### src/rtl/seq_addsub.sv
// seq_addsub: multi-cycle add/subtract unit.
// Processes CHUNK bits per clock over N = WIDTH/CHUNK cycles, which keeps the
// carry chain short. A start/done handshake frames each operation.
//
// Ports:
//   clk      in   clock, all state changes on rising edge
//   reset_n  in   synchronous active-low reset
//   start    in   request, sampled only while busy=0
//   sub      in   0 = a+b, 1 = a-b (sampled with start)
//   a, b     in   operands (sampled with start)
//   busy     out  operation in progress
//   done     out  one-cycle pulse, results valid
//   sum      out  result, held until the next accepted start
//   cout     out  carry out of MSB (subtract: 1 = no borrow)
//   ovf      out  two's-complement signed overflow
//   zero     out  sum == 0
//
// state  | meaning
// S_IDLE | waiting for start, outputs held
// S_RUN  | one chunk added per cycle, chunk index r_idx

module seq_addsub #(
    parameter int WIDTH = 32,
    parameter int CHUNK = 8
) (
    input  logic             clk,
    input  logic             reset_n,
    input  logic             start,
    input  logic             sub,
    input  logic [WIDTH-1:0] a,
    input  logic [WIDTH-1:0] b,
    output logic             busy,
    output logic             done,
    output logic [WIDTH-1:0] sum,
    output logic             cout,
    output logic             ovf,
    output logic             zero
);

    localparam int N    = WIDTH / CHUNK;
    localparam int IDXW = (N > 1) ? $clog2(N) : 1;
    localparam logic [IDXW-1:0] LAST = IDXW'(N - 1);

    typedef enum logic {S_IDLE, S_RUN} state_t;

    state_t           r_state;
    state_t           w_state_nxt;
    logic [WIDTH-1:0] r_a;
    logic [WIDTH-1:0] r_b;
    logic             r_carry;
    logic [IDXW-1:0]  r_idx;
    logic [WIDTH-1:0] r_sum;
    logic             r_cout;
    logic             r_ovf;
    logic             r_zero;
    logic             r_done;

    logic             w_accept;
    logic             w_last;
    logic [CHUNK-1:0] w_a_chk;
    logic [CHUNK-1:0] w_b_chk;
    logic [CHUNK:0]   w_chk_sum;
    logic             w_c_msb_in;
    logic [WIDTH-1:0] w_sum_nxt;

    assign w_accept = (r_state == S_IDLE) && start;
    assign w_last   = (r_state == S_RUN) && (r_idx == LAST);

    // State register
    always_ff @(posedge clk) begin
        if (!reset_n) begin
            r_state <= S_IDLE;
        end else begin
            r_state <= w_state_nxt;
        end
    end

    // Next-state logic
    always_comb begin
        w_state_nxt = r_state;
        case (r_state)
            S_IDLE:  if (start) w_state_nxt = S_RUN;
            S_RUN:   if (r_idx == LAST) w_state_nxt = S_IDLE;
            default: w_state_nxt = S_IDLE;
        endcase
    end

    // Output logic
    always_comb begin
        busy = (r_state == S_RUN);
        done = r_done;
        sum  = r_sum;
        cout = r_cout;
        ovf  = r_ovf;
        zero = r_zero;
    end

    // Chunk adder. The carry into the chunk MSB is recovered from the MSB sum
    // bit (s = a ^ b ^ cin), which also covers CHUNK=1 where it is r_carry.
    always_comb begin
        w_a_chk    = r_a[r_idx*CHUNK +: CHUNK];
        w_b_chk    = r_b[r_idx*CHUNK +: CHUNK];
        w_chk_sum  = {1'b0, w_a_chk} + {1'b0, w_b_chk} + {{CHUNK{1'b0}}, r_carry};
        w_c_msb_in = w_a_chk[CHUNK-1] ^ w_b_chk[CHUNK-1] ^ w_chk_sum[CHUNK-1];
        w_sum_nxt  = r_sum;
        w_sum_nxt[r_idx*CHUNK +: CHUNK] = w_chk_sum[CHUNK-1:0];
    end

    // Datapath
    always_ff @(posedge clk) begin
        if (!reset_n) begin
            r_a     <= '0;
            r_b     <= '0;
            r_carry <= 1'b0;
            r_idx   <= '0;
            r_sum   <= '0;
            r_cout  <= 1'b0;
            r_ovf   <= 1'b0;
            r_zero  <= 1'b0;
            r_done  <= 1'b0;
        end else begin
            r_done <= 1'b0;
            if (w_accept) begin
                r_a     <= a;
                r_b     <= b ^ {WIDTH{sub}};
                r_carry <= sub;
                r_idx   <= '0;
                r_sum   <= '0;
                r_cout  <= 1'b0;
                r_ovf   <= 1'b0;
                r_zero  <= 1'b0;
            end else if (r_state == S_RUN) begin
                r_sum   <= w_sum_nxt;
                r_carry <= w_chk_sum[CHUNK];
                if (w_last) begin
                    r_idx  <= '0;
                    r_cout <= w_chk_sum[CHUNK];
                    r_ovf  <= w_c_msb_in ^ w_chk_sum[CHUNK];
                    r_zero <= (w_sum_nxt == '0);
                    r_done <= 1'b1;
                end else begin
                    r_idx <= r_idx + 1'b1;
                end
            end
        end
    end

endmodule

### config.mk
export PLATFORM = sky130hd
export DESIGN_NAME = seq_addsub
export DESIGN_NICKNAME = d
export VERILOG_FILES = /design/src/rtl/seq_addsub.sv
export SDC_FILE = /design/constraint.sdc
export NUM_CORES = 1
export LEC_CHECK = 0
export CORE_AREA = 4 4 125 157
export CTS_CLUSTER_SIZE = 12
export DETAILED_ROUTE_END_ITERATION = 16
export DIE_AREA = 0 0 129 161
export DONT_BUFFER_PORTS = 1
export PLACE_DENSITY = 0.43
export SYNTH_ARGS = -nofsm -noshare
export SYNTH_HDL_FRONTEND = slang
export SYNTH_SLANG_ARGS = --single-unit
### constraint.sdc
create_clock -name clk -period 5 [get_ports clk]
set_input_delay 0.25 -clock clk [delete_from_list [all_inputs] [get_ports clk]]
set_output_delay 0.25 -clock clk [all_outputs]
set_load 0.02 [all_outputs]
==> flow_summary.yaml <==
detailed_routing:
  wirelength_mm: 13.3
  viasPerCell: 4.94
  vias: 3648
  first_iter_violations: 199
  wl_per_cell_um: 18.0
  drc: 0
  ant_nets: 0
  firstDrtPassIters: 4
placement:
  place_area_um2: 5140
  place.gp.congestion: 0.780
  portBuffers: 0
  dp_hpwl_mm: 9.69
  place_ws_ns: 1.26
min_path:
  min_from: "a[31]"
  hp-class: "in2reg"
cts:
  cts.sinks: 104
  ctsHtreeMaxLevel: 3
  clk_pin_slew_ns: 0.07
  clk_latency_ns: 0.35
  ctsResizeCount: 0
  cts_setup_buffers: 0
  cts-buffers-inserted: 9
  clockBufferDepth: 2
  cts_tree: "built"
  ctsHoldBuffers: 0
  cts-root-buf: "clkbuf_16"
global_route:
  grt_antenna_before_repair: 0
  grt_pass1_vias: 3610
  grt_pass1_wl_mm: 20.5
  grt_remaining_overflow: 0
  grt_max_degree: 72
  grt_usage_pct: 12.7
timing:
  finClkSkew_ns: 0.0118
  worst_pin_slew_ns: 0.896
  hold_viol: 0
  rsz0062_at_grt: "no"
  slew_violations: 0
  fin_crit_ns: 3.69
  relSlewSlack_pct: 40.2
  setup_ws_ns: 1.31
  clock.fmax_ghz: 0.271
  setup-violations-final: 0
  setup_tns_ns: 0
  min_period_over_period_pct: 73.7
cells_and_area:
  fill_cells: 1879
  regArea_um2: 2080
  fin_area_um2: 5440
  num_antenna_cells: 0
  nets: 587
  multi_input_comb_area_um2: 2710
  drive_gt1_share_pct: 9.02
  syn_to_final_growth_pct: 9.35
yosys:
  synth_cell_type_count: 46
  synth_top_area_share_pct: 41.8
  synth_flop_cell: "dfxtp_1"
  synth_area_leaders: "dfxtp_1 42%, nand2_1 8.6%, mux4_2 7.2%"
  synth_area_um2: 4980
  synth-edff-count: 0
  synthesis.nets: 611
  async_flop_share_pct: 0
  synth.ff_latch_count: 104
  syn-instance-count: 529
  seq_area_frac_synth_pct: 41.8
  syn_avg_cell_area_um2: 9.41
  ys_warn_count: 0
  yosysTopAreaCell: "dfxtp_1"
critical_path:
  startpoint: "r_idx[0]"
  crit_fanout: 14
  r2r_cells: 9
  reg2reg_slack_ns: 1.31
  worstSetupPathType: "reg2reg"
  crit_path_start_kind: "flip-flop"
  critPathCapture: "zero"
  cp.arrival_ns: 3.97
  r2r_start: "r_idx[0]"
  cp_data_required_time_ns: 5.29
  reg2reg_to: "zero"
  cp-end-kind: "flip-flop"
pwr:
  p_sw_share_pct: 27.6
  power.internal_mw: 1.39
  p_leak_nw: 2.18
  power_mw: 1.91
  power_switching_mw: 0.527
  seqPwrFrac_pct: 47.4
  vdd_drop_max_mv: 0.157
  combPwrFrac_pct: 14.4
  p_clk_share_pct: 38.1
  powerDensity_nw_per_um2: 352
floorplanning:
  num_rows: 55
  die_area_um2: 20800
  dieWidth_um: 129
  core-area_um2: 18000
  start_util_pct: 27.6
  ios: 105
  die_y_um: 161
outcome:
  status: "complete, no violations"
run:
  max_cap_violations: 0
[how the worst min path moves through the flow]
stage | end | slack (ns) | cells past startpoint
4_1_cts | r_carry | 0.01 | 1
3_5_place_dp | r_carry | 0.39 | 1
2_1_floorplan | r_a[14] | 0.39 | 2
3_3_place_gp | r_carry | 0.40 | 1
6_report | r_a[31] | 0.04 | 2
5_1_grt | r_carry | 0.02 | 1
[synthesized netlist by cell type, types with 2 or more instances]
cell	number
mux4_2	16
a21boi_0	34
nor4_1	5
buf_1	5
nand2_1	114
nand2b_1	9
ha_1	12
a21o_1	3
mux2i_1	2
a22oi_1	28
nor3_1	2
xnor2_1	35
o21ai_0	3
nor2_1	38
inv_1	7
nor2b_1	3
o211a_1	33
clkbuf_1	26
and2_1	2
fa_1	2
buf_2	8
dfxtp_1	104
a311oi_1	2
xor2_1	2
a21oi_1	12
o22ai_1	2
[cells in the final DEF, fill, tap and decap left out, types with 2 or more instances in the layout]
cell	Yosys	routed
nor2b_1	3	2
nor2_1	38	38
a21oi_1	12	12
dfxtp_1	104	104
buf_4	0	5
nand2b_1	9	9
a311oi_1	2	2
xor2_1	2	2
inv_1	7	7
a21boi_0	34	34
xnor2_1	35	35
fa_1	2	2
nand2_1	114	114
a21o_1	3	3
o22ai_1	2	2
o21ai_0	3	3
mux2i_1	2	2
o211a_1	33	33
a22oi_1	28	28
and2_1	2	2
nor4_1	5	5
nor3_1	2	2
inv_6	0	3
ha_1	12	12
mux4_2	16	16
clkbuf_16	0	9
[state kept, by name, summed over array words and instances (netlist names)]
signal / flops
busy: 1
r_a: 32
cout: 1
sum: 32
r_b: 32
r_carry: 1
r_idx: 2
zero: 1
done: 1
ovf: 1
[area by class of cell]
class                   instances  share of cell area (%)
multi-input cells             378                    49.8
flip-flops and latches        104                    38.2
well taps                     228                    5.24
clock buffers                   9                    4.14
clock inverters                 7                    1.42
repair buffers                  5                   0.689
inverters                       7                   0.483
[stage by stage]
step / hold WS, ns / util [%] / std cells
floorplan: 0.395 / - / 529
global placement: 0.399 / 28.5 / 722
detailed placement: 0.395 / 28.5 / 722
CTS: 0.0122 / 30.2 / 738
global route: 0.0198 / 30.2 / 738
finish: 0.0371 / 30.2 / 738
[layer usage]
layer	routed length [um]	vias up	track usage [%]
li1	-	1812	-
met1	5800	1733	15.8
met2	6580	90	21.2
met3	738	13	3.67
met4	160	0	4.06
met5	0	-	0
[power by group through the flow]
| stage | Clock (mW) | Combinational (mW) | Sequential [mW] |
|---|---|---|---|
| 3_5_place_dp | 0 | 0.281 | 0.929 |
| 5_1_grt | 0.780 | 0.310 | 0.915 |
| 2_1_floorplan | 0 | 0.233 | 0.911 |
| 4_1_cts | 0.751 | 0.282 | 0.909 |
| 6_report | 0.730 | 0.277 | 0.908 |
| 3_3_place_gp | 0 | 0.278 | 0.928 |
[worst max-delay path, cell delays in order, from the launching register on]
cell	delay [ns]
dfxtp_1	0.86
buf_4	0.37
mux4_2	0.55
ha_1	0.46
and3_4	0.23
a21boi_0	0.32
mux2i_1	0.23
nand2_1	0.16
o41ai_2	0.30
o2bb2ai_1	0.14
[cell families after synthesis]
family / synth area share [%]
XOR/XNOR: 6.51
flip-flops: 41.8
buffers and inverters: 3.90
AO/OA/AOI/OAI: 20.4
multiplexers: 7.87
AND/OR/NAND/NOR: 15.7
adder cells (fa/ha/maj): 3.82
No activity file was read; power rests on OpenSTA's default activity.
